==> src/rtl/vpu_pkg.sv <==
// vpu_pkg: shared VPU widths, issue-scheduler state type and delay clamp helper
package vpu_pkg;
   localparam int VPU_MAX_DELAY = 16;
   localparam int MAX_DELAY_LG2 = $clog2(VPU_MAX_DELAY + 1);
   localparam int ISSUE_TAG_W = 4;
   localparam int VPU_MAX_OUTSTANDING = 8;
   typedef enum logic [1:0] {S_IDLE, S_RUN, S_DRAIN} issue_state_t;
   function automatic logic [MAX_DELAY_LG2-1:0] clamp_delay(input logic [MAX_DELAY_LG2-1:0] d, input int max_d);
      return (d == '0) ? MAX_DELAY_LG2'(1) : (int'(d) > max_d) ? MAX_DELAY_LG2'(max_d) : d;
   endfunction
endpackage

==> src/rtl/vpu_wb_resv_shift.sv <==
// vpu_wb_resv_shift: writeback-slot reservation shift register; index i means wb in i cycles
module vpu_wb_resv_shift
   import vpu_pkg::*;
#(
   parameter int DEPTH = VPU_MAX_DELAY,
   parameter int TAG_W = ISSUE_TAG_W,
   localparam int IW = $clog2(DEPTH)
) (
   input  logic             clk,
   input  logic             rst_n,
   input  logic             set_en,
   input  logic [IW-1:0]    set_idx,
   input  logic [TAG_W-1:0] set_tag,
   output logic             head_v,
   output logic [TAG_W-1:0] head_tag,
   output logic [DEPTH-1:0] peek
);
   logic [DEPTH-1:0] v, v_nxt;
   logic [TAG_W-1:0] tag [DEPTH];
   logic [TAG_W-1:0] tag_nxt [DEPTH];
   always_comb begin
      v_nxt = {1'b0, v[DEPTH-1:1]};
      for (int i = 0; i < DEPTH - 1; i++) tag_nxt[i] = tag[i+1];
      tag_nxt[DEPTH-1] = '0;
      if (set_en) begin
         v_nxt[set_idx] = 1'b1;
         tag_nxt[set_idx] = set_tag;
      end
   end
   always_ff @(posedge clk) begin
      if (!rst_n) begin
         v <= '0;
         for (int i = 0; i < DEPTH; i++) tag[i] <= '0;
      end else begin
         v <= v_nxt;
         for (int i = 0; i < DEPTH; i++) tag[i] <= tag_nxt[i];
      end
   end
   assign head_v = v[0];
   assign head_tag = tag[0];
   assign peek = v;
endmodule

==> src/rtl/vpu_issue_sched.sv <==
// vpu_issue_sched: issue scheduler with single shared writeback slot, outstanding limit and drain.
// Optional VPU_ISSUE_SCHED_PERF_EN adds saturating stall/conflict counters.
module vpu_issue_sched
   import vpu_pkg::*;
#(
   parameter int MAX_DELAY = VPU_MAX_DELAY,
   parameter int TAG_W = ISSUE_TAG_W,
   parameter int MAX_OUTSTANDING = VPU_MAX_OUTSTANDING,
   localparam int CW = $clog2(MAX_OUTSTANDING + 1),
   localparam int IW = $clog2(MAX_DELAY)
) (
   input  logic                     clk,
   input  logic                     rst_n,
   input  logic                     req_valid_i,
   output logic                     req_ready_o,
   input  logic [MAX_DELAY_LG2-1:0] req_delay_i,
   input  logic [TAG_W-1:0]         req_tag_i,
   output logic                     start_o,
   output logic [MAX_DELAY_LG2-1:0] start_delay_o,
   output logic                     wb_valid_o,
   output logic [TAG_W-1:0]         wb_tag_o,
   input  logic                     flush_i,
   output logic                     flush_done_o,
`ifdef VPU_ISSUE_SCHED_PERF_EN
   output logic [31:0]              stall_cnt_o,
   output logic [31:0]              conflict_cnt_o,
`endif
   output logic                     idle_o,
   output logic [CW-1:0]            outstanding_o
);
   issue_state_t state, state_nxt;
   logic [CW-1:0] cnt, cnt_nxt;
   logic [MAX_DELAY_LG2-1:0] d;
   logic [MAX_DELAY-1:0] peek;
   logic conflict, can_issue, fire;
   assign d = clamp_delay(req_delay_i, MAX_DELAY);
   // slot d is where an op issued now would land after the shift; d==MAX_DELAY is always free
   assign conflict = (int'(d) < MAX_DELAY) && peek[d[IW-1:0]];
   assign can_issue = (state != S_DRAIN) && !flush_i && (cnt < CW'(MAX_OUTSTANDING));
   assign req_ready_o = can_issue && !conflict;
   assign fire = req_valid_i && req_ready_o;
   assign start_o = fire;
   assign start_delay_o = d;
   assign cnt_nxt = cnt + CW'(fire) - CW'(wb_valid_o);
   assign idle_o = (cnt == '0);
   assign outstanding_o = cnt;
   assign flush_done_o = (state == S_DRAIN) && (cnt == '0);
   always_comb begin
      state_nxt = state;
      if (state == S_DRAIN) state_nxt = (cnt == '0) ? S_IDLE : S_DRAIN;
      else if (flush_i) state_nxt = S_DRAIN;
      else if (fire) state_nxt = S_RUN;
      else if (cnt_nxt == '0) state_nxt = S_IDLE;
   end
   always_ff @(posedge clk) begin
      if (!rst_n) begin
         state <= S_IDLE;
         cnt <= '0;
      end else begin
         state <= state_nxt;
         cnt <= cnt_nxt;
      end
   end
   vpu_wb_resv_shift #(.DEPTH(MAX_DELAY), .TAG_W(TAG_W)) u_resv (
      .clk      (clk),
      .rst_n    (rst_n),
      .set_en   (fire),
      .set_idx  (IW'(d - 1'b1)),
      .set_tag  (req_tag_i),
      .head_v   (wb_valid_o),
      .head_tag (wb_tag_o),
      .peek     (peek)
   );
`ifdef VPU_ISSUE_SCHED_PERF_EN
   always_ff @(posedge clk) begin
      if (!rst_n) begin
         stall_cnt_o <= '0;
         conflict_cnt_o <= '0;
      end else begin
         if (req_valid_i && !req_ready_o && stall_cnt_o != '1) stall_cnt_o <= stall_cnt_o + 32'd1;
         if (req_valid_i && can_issue && conflict && conflict_cnt_o != '1) conflict_cnt_o <= conflict_cnt_o + 32'd1;
      end
   end
`endif
endmodule

==> config.mk <==
export PLATFORM = sky130hd
export DESIGN_NAME = vpu_issue_sched
export DESIGN_NICKNAME = d
export VERILOG_FILES = /design/src/rtl/vpu_pkg.sv /design/src/rtl/vpu_wb_resv_shift.sv /design/src/rtl/vpu_issue_sched.sv
export SDC_FILE = /design/constraint.sdc
export NUM_CORES = 1
export LEC_CHECK = 0
export CORE_ASPECT_RATIO = 0.6
export CORE_MARGIN = 1.5
export CORE_UTILIZATION = 57
export CTS_CLUSTER_SIZE = 20
export DETAILED_ROUTE_END_ITERATION = 8
export PLACE_DENSITY = 0.79
export SYNTH_ARGS = -nofsm -noshare
export SYNTH_HDL_FRONTEND = slang
export SYNTH_SLANG_ARGS = --single-unit
export TNS_END_PERCENT = 5
==> constraint.sdc <==
create_clock -name clk -period 4 [get_ports clk]
set_input_delay 0.8 -clock clk [delete_from_list [all_inputs] [get_ports clk]]
set_output_delay 0.8 -clock clk [all_outputs]
set_load 0.1 [all_outputs]
==> results.toml, run 1 <==
[outcome]
outcome = "finished clean"

[cells_and_area]
num-fill-cells = 476
layoutNonFillerInstCount = 466
n_antenna_cell = 0
multi_input_area_um2 = 1760
fin_nets = 396
final_layout_size_suffix_gt1_frac = 0.147
syn_to_final_growth_pct = 16.7
register_area_um2 = 1720
fin_util = 0.691

[drt]
route.met3.wl_um = 444
vias = 2514
drt_iter0_drc = 119
viasPerCell = 5.39
drtPass1Iterations = 4
antenna_left = 0
wl_mm = 6.98
wl_per_cell_um = 15.0
drt-met1-wl_mm = 3.40
drc = 0
route.top_layer_used = "met4"
wl_met2_mm = 3.08

[min_path]
hold_path_class = "reg -> reg"
worstHoldStart = "u_resv.tag[0][12]"

[clock_tree]
cts_resized = 0
cts_buffers = 9
path_clk_slew_ns = 0.08
cts-root-buf = "clkbuf_8"
htreeDepth = 3
cts_sinks = 86
postCtsSetupBuffers = 0
cts_tree = "yes"
clock_latency_ns = 0.35
cts.path.max_buffers = 2
cts_hold_buf = 0

[sta]
maxSlewHeadroom = 0.351
finalCriticalPeriod_ns = 3.90
fin_ws_ns = 0.0980
max_freq_mhz = 256
setup-violations-final = 0
finalClockSkew_ns = 0.00992
worst_slew_pin_slew_ns = 0.970
maxSlewViolCount = 0
final_hold_viol_count = 0
rsz0062_at_grt = "no"
period_share = 0.976

[worst_setup_path]
end_kind = "primary output"
worstPathArrival_ns = 3.10
crit_type = "in -> out"
start_kind = "primary input"
worstPathRequired_ns = 3.20
startpoint = "req_delay_i[1]"
r2r-start = "u_resv.peek[11]"
critical_path_peak_fanout = 9

[synth]
yosysUniqueCellTypes = 43
synth_top_area_frac = 0.476
synthesis.area_um2 = 3620
synthArstFlopShare = 0
synthCells = 349
yosys-top-cells-count = "86 x dfxtp_1, 72 x nand2_1, 64 x mux2i_1"
post-synth-top-count-cell = "dfxtp_1"
synth_edf_count = 0
syn_nets = 368
syn-mean-instance-area_um2 = 10.4
synth_ff_type = "dfxtp_1"
ys_warn_count = 0
ys_seq_area_frac = 0.476
synthTopCellsByArea = "dfxtp_1 48%, mux2i_1 18%, nand2_1 7.5%, o21a_1 2.9%, nor4_4 2.4%"
ys_ff_latch = 86
synth_top_area_cell = "dfxtp_1"

[pwr]
power.internal_mw = 1.31
combPwrFrac = 0.246
p_seq_frac = 0.454
p_per_area_nw_per_um2 = 464
p_switching_uw = 655
total_leakage_power_nw = 1.53
finalPower_mw = 1.96
p_clk_frac = 0.300
p_sw_frac = 0.334
vdd_drop_max_v = 0.000310

[global_routing]
grt_antenna_before_repair = 0
grt_max_degree = 69
overflow = 0
grt_pass1_wl_mm = 12.1
grt_use_total = 0.229
grt_pass1_vias = 2462

[place]
post-place-ws_ns = -0.0140
port_buffers = 30
dp_hpwl_mm = 4.98
routabilityCongestion = 0.871
place_inst = 450

[die]
fp.dieArea_um2 = 6850
coreArea_um2 = 6110
initial_core_util = 0.592
die_w_um = 106
die_h_um = 64.7
io_pins = 31
placementRows = 22

[flow_run]
drv_cap = 0
layout make-up:
| cell class | instances | area share |
|---|---|---|
| tap | 84 | 0.0249 |
| inverter | 13 | 0.0115 |
| sequential | 86 | 0.407 |
| clock inverter | 5 | 0.0139 |
| timing repair buffer | 40 | 0.0948 |
| clock buffer | 11 | 0.0311 |
| multi-input combinational | 227 | 0.416 |
metrics by stage:
step | area [um2] | hold slack, ns | setup TNS (ns)
3_3_place_gp | 4040 | 0.422 | 0
6_report | 4230 | 0.429 | 0
3_5_place_dp | 4040 | 0.428 | -0.0276
4_1_cts | 4230 | 0.431 | 0
2_1_floorplan | 3640 | 0.420 | 0
5_1_grt | 4230 | 0.452 | 0
flip-flops by register name (all words and copies together) (netlist names):
register / cells
state: 2
u_resv.tag: 64
outstanding_o: 4
u_resv.peek: 16
placed cells by master (no fill, tap or decap), drive strengths merged, types with 8 or more instances in the layout:
cell / count
buf: 19
clkbuf: 11
clkdlybuf4s50: 21
dfxtp: 86
inv: 14
mux2i: 64
nand2: 72
nor2: 8
nor3: 9
o21a: 14
critical path: stages:
cell             delay [ns]
clkdlybuf4s50_1        0.65
buf_4                  0.24
mux2i_1                0.09
a211oi_1               0.24
o21ai_1                0.18
a221oi_4               0.37
buf_4                  0.27
nor3_2                 0.08
buf_12                 0.17
power by group through the flow:
stage | Sequential, mW | Combinational [mW] | Clock [mW]
5_1_grt | 0.893 | 0.506 | 0.638
6_report | 0.890 | 0.482 | 0.589
2_1_floorplan | 0.973 | 0.289 | 0
3_5_place_dp | 0.911 | 0.481 | 0
3_3_place_gp | 0.910 | 0.479 | 0
4_1_cts | 0.890 | 0.482 | 0.604
kinds of logic after synthesis:
logic type	count (synthesis)	share of synthesized area
simple gates	120	0.193
compound gates	34	0.0795
mux	65	0.180
buf+inv	36	0.0439
flops	86	0.476
xor+xnor	2	0.00484
fa+ha+maj	6	0.0228
routing by layer:
metal / vias up / GRT usage
li1: 1237 / -
met1: 1207 / 0.309
met2: 63 / 0.350
met3: 7 / 0.0785
met4: 0 / 0.0659
met5: - / 0
path summary, 6_finish.rpt:
| kind | slack, ns | cells past startpoint | to |
|---|---|---|---|
| min reg2reg | 0.43 | 2 | u_resv.tag[0][8] |
| max | 0.1 | 9 | req_ready_o |
| max reg2reg | 1.24 | 12 | state[0] |
| min | 0.43 | 2 | u_resv.tag[0][8] |
Power figures use the tool's default switching activity.
==> run 2: changes to the inputs <==
--- a/config.mk
+++ b/config.mk
@@ -11,4 +11,5 @@
 export CTS_CLUSTER_SIZE = 20
 export DETAILED_ROUTE_END_ITERATION = 8
+export MAX_ROUTING_LAYER = met4
 export PLACE_DENSITY = 0.79
 export SYNTH_ARGS = -nofsm -noshare
==> constraint.sdc (replaced) <==
create_clock -name clk -period 4 [get_ports clk]
set_input_delay 0.8 -clock clk [delete_from_list [all_inputs] [get_ports clk]]
set_output_delay 0.8 -clock clk [all_outputs]
set_load 0.005 [all_outputs]
==> run 2 against run 1 <==
- first-iteration DRC count is 22% lower
- non-clock buffer count is 6 higher
- combinational power is 44% lower
- wire length hardly changed
- fmax is 2.9% higher
- largest power group unchanged
==> results.toml, run 2 (same netlist as run 1, synthesis figures left out) <==
[outcome]
outcome = "finished clean"

[die]
die_h_um = 64.7
fp.dieArea_um2 = 6850
coreArea_um2 = 6110
io_pins = 31
placementRows = 22
die_w_um = 106
initial_core_util = 0.592

[pwr]
vdd_drop_max_v = 0.000267
p_per_area_nw_per_um2 = 420
total_leakage_power_nw = 1.57

[worst_setup_path]
start_kind = "primary input"
cp_slowest_cell = "clkdlybuf4s50_1"
critical_path_peak_fanout = 6
crit_type = "in -> out"
path_buf_inv = 3
worstPathArrival_ns = 2.99
cp_slowest_stage_delay_ns = 0.57
worst_path_most_repeated_cell = "clkdlybuf4s50_1"
critPathTopFamily = "buffers and inverters"
crit_path_cell_trace = "clkdlybuf4s50_1, buf_4, nor4b_1, a211oi_1, o21ai_2, a221oi_4, nor2b_1, clkdlybuf4s50_1"
r2r-start = "u_resv.peek[9]"
worstPathRequired_ns = 3.20
startpoint = "req_delay_i[4]"
end_kind = "primary output"

[sta]
rsz0062_at_grt = "no"
worst_slew_pin_slew_ns = 0.715
period_share = 0.948
maxSlewHeadroom = 0.523
finalCriticalPeriod_ns = 3.79
max_freq_mhz = 264
hold_slack_ns = 0.439
fin_setup_tns_ns = 0
finalClockSkew_ns = 0.00801
maxSlewViolCount = 0
final_hold_viol_count = 0
setup-violations-final = 0

[clock_tree]
cts_tree = "yes"
htreeDepth = 3
cts_buffers = 9
cts.path.max_buffers = 2
cts_hold_buf = 0
path_clk_slew_ns = 0.08
clock_latency_ns = 0.35
cts-root-buf = "clkbuf_8"
cts_sinks = 86

[global_routing]
grt_max_degree = 74
overflow = 0
grt_use_total = 0.234
grt_pass1_wl_mm = 12.0
grt_pass1_vias = 2461
grt_antenna_before_repair = 0

[cells_and_area]
layout.cells.most_common = "dfxtp_1"
fin_util = 0.695
final_area_um2 = 4250
layout_common_cells = "86 x dfxtp_1, 72 x nand2_1, 64 x mux2i_1, 26 x clkdlybuf4s50_1, 15 x buf_4"
largest_register = "u_resv.tag"
syn_to_final_growth_pct = 17.4
final_layout_size_suffix_gt1_frac = 0.137
fin_nets = 402
n_antenna_cell = 0
largest_reg_flops = 64

[drt]
drc = 0
viasPerCell = 5.33
vias = 2518
wl_mm = 6.98
antenna_left = 0
drtPass1Iterations = 4
wl_per_cell_um = 14.8
drt_iter0_drc = 93

[place]
placed_area_um2 = 4030
routabilityCongestion = 0.893
dp_hpwl_mm = 5.10
port_buffers = 30

[flow_run]
drv_cap = 0

[min_path]
worstHoldStart = "u_resv.tag[0][6]"
hold_path_class = "reg -> reg"
run 2: layout make-up:
class / instances / area, um2
fill: 480 / 1860
multi-input combinational: 227 / 1740
sequential: 86 / 1720
timing repair buffer: 46 / 427
clock buffer: 10 / 138
tap: 84 / 105
clock inverter: 6 / 68.8
inverter: 13 / 48.8
run 2: worst paths after layout:
| kind | depth (start not counted) | end | slack (ns) |
|---|---|---|---|
| worst min-delay path | 2 | u_resv.tag[0][2] | 0.44 |
| worst min register to register | 2 | u_resv.tag[0][2] | 0.44 |
| worst max-delay path | 8 | start_o | 0.21 |
| worst max register to register | 13 | state[0] | 0.98 |
run 2: metal layers:
layer  global-route usage  part of all wire
met5                    -                 0
met4               0.0591            0.0060
met3               0.0724             0.057
met2                0.343              0.42
met1                0.315              0.52
run 2: tightest hold or removal path: cells and delay by family, from the launching register on:
family | cells | cell delay, ns
flops | 1 | 0.31
simple gates | 1 | 0.04
mux | 1 | 0.05
run 2: where the power goes:
| part | internal [mW] | switching, mW | total [mW] | leakage, nW |
|---|---|---|---|---|
| logic | 0.129 | 0.140 | 0.269 | 0.766 |
| registers | 0.876 | 0.0145 | 0.891 | 0.694 |
| clock network | 0.311 | 0.312 | 0.623 | 0.109 |
| total | 1.32 | 0.466 | 1.78 | 1.57 |
run 2: per-stage QoR:
step | cells | power, mW | setup WS (ns)
global placement | 456 | 1.17 | 0.0699
detailed placement | 456 | 1.18 | -0.151
finish | 472 | 1.78 | 0.208
CTS | 472 | 1.80 | 0.0296
global route | 472 | 1.86 | 0.0548
floorplan | 349 | 1.06 | 0.522
run 2: timing repair:
action	CTS	global route
setup endpoints to repair	0	2
buffers inserted	0	0
gates resized for setup	0	4
==> run 3: changes to the inputs <==
Settings changed: CORE_MARGIN 1.5 to not set.
==> run 3 against run 2 <==
- non-clock buffer count did not move
- sequential power barely moved
- clock power rose by 7.5%
- core utilization rose by 0.35 points
- register-to-register slack improved by 0.10 ns
- combinational power barely moved
==> results.toml, run 3 (same netlist as run 1, synthesis figures left out) <==
[worst_setup_path]
worstPathArrival_ns = 3.07
worstPathRequired_ns = 3.20
start_kind = "primary input"
critical_path_peak_fanout = 11
crit_type = "in -> out"
end_kind = "primary output"

[cells_and_area]
largest_register = "u_resv.tag"
n_antenna_cell = 0
final_area_um2 = 4270
layout.cells.most_common = "dfxtp_1"
layoutNonFillerInstCount = 472
syn_to_final_growth_pct = 17.9
fin_nets = 402
final_layout_size_suffix_gt1_frac = 0.137
layout_common_cells = "86 x dfxtp_1, 72 x nand2_1, 64 x mux2i_1, 27 x clkdlybuf4s50_1, 15 x buf_4"
largest_reg_flops = 64

[global_routing]
grt_antenna_before_repair = 0
grt_pass1_vias = 2365
grt_use_total = 0.235
grt_pass1_wl_mm = 11.7
grt_max_degree = 48
overflow = 0

[pwr]
p_seq_frac = 0.487
power.internal_mw = 1.38
finalPower_mw = 1.83
vdd_drop_max_v = 0.000248
total_leakage_power_nw = 1.57
p_switching_uw = 453
combPwrFrac = 0.146
p_clk_frac = 0.366
p_sw_frac = 0.248
p_per_area_nw_per_um2 = 428

[sta]
finalClockSkew_ns = 0.00798
maxSlewViolCount = 0
max_freq_mhz = 258
finalCriticalPeriod_ns = 3.87
worst_slew_pin_slew_ns = 0.800
final_hold_viol_count = 0
period_share = 0.968
fin_ws_ns = 0.128
rsz0062_at_grt = "no"
setup-violations-final = 0
maxSlewHeadroom = 0.467

[die]
initial_core_util = 0.592
fp.dieArea_um2 = 6680
die_w_um = 105
placementRows = 22
coreArea_um2 = 6110
io_pins = 31
die_h_um = 63.7

[place]
routabilityCongestion = 0.886
placed_area_um2 = 4030
port_buffers = 30
post-place-ws_ns = -0.117
place_inst = 456
dp_hpwl_mm = 5.03

[drt]
antenna_left = 0
wl_mm = 6.96
vias = 2505
drc = 0
viasPerCell = 5.31
wl_per_cell_um = 14.7
drt_iter0_drc = 100
drtPass1Iterations = 4

[clock_tree]
cts-root-buf = "clkbuf_8"
htreeDepth = 3
cts_tree = "yes"
cts_buffers = 9
cts_sinks = 86
cts_resized = 0
cts_hold_buf = 0
path_clk_slew_ns = 0.08
cts.path.max_buffers = 2
postCtsSetupBuffers = 0
clock_latency_ns = 0.35

[min_path]
hold_path_class = "reg -> reg"

[outcome]
outcome = "finished clean"

[flow_run]
drv_cap = 0
-- run 3: cell types whose count changed in the layout (fill, tap and decap cells not counted) --
cell and change:
bufinv_16 +1, clkdlybuf4s50_1 +1, clkinv_4 +1, nor4b_1 -1, clkinv_2 -1, inv_6 -1, nor4b_2 +1, dlymetal6s2s_1 -1
clkbuf_1 +1, inv_8 -1
-- run 3: power groups by stage --
stage	clock [mW]	sequential [mW]	combinational, mW
floorplan	0	0.908	0.148
global placement	0	0.910	0.260
detailed placement	0	0.911	0.266
CTS	0.678	0.890	0.267
global route	0.722	0.893	0.292
finish	0.670	0.891	0.267
-- run 3: final timing paths --
| kind | start | to | slack, ns | cells after the start |
|---|---|---|---|---|
| worst max register to register | u_resv.peek[11] | state[0] | 1.08 | 13 |
| worst min register to register | u_resv.tag[0][6] | u_resv.tag[0][2] | 0.44 | 2 |
| worst max-delay path | req_delay_i[0] | req_ready_o | 0.13 | 8 |
| worst min-delay path | u_resv.tag[0][6] | u_resv.tag[0][2] | 0.44 | 2 |
-- run 3: layer usage --
layer  track usage  up-vias  wire length, um
li1              -     1251                -
met1         0.324     1187             3690
met2         0.330       63             2870
met3        0.0745        4              359
met4        0.0599        0               42
met5             -        -                0
-- run 3: layout make-up --
type	count	area, um2
clock buffer	11	141
clock inverter	5	82.6
fill	492	1840
inverter	13	48.8
multi-input combinational	227	1750
sequential	86	1720
tap	84	105
timing repair buffer	46	424
-- run 3: through the flow --
step                       util  hold slack (ns)  setup TNS (ns)
after CTS                 0.696            0.440               0
after floorplan               -            0.420               0
after global routing      0.699            0.452               0
after global placement    0.660            0.422               0
after detailed placement  0.660            0.428          -0.158
final                     0.699            0.438               0
-- run 3: worst max-delay path, cell delays in order --
cell	delay, ns
clkdlybuf4s50_1	0.72
mux2i_1	0.14
a211oi_1	0.30
o21ai_2	0.13
a221oi_4	0.27
buf_6	0.20
nor3_1	0.06
clkdlybuf4s50_1	0.44
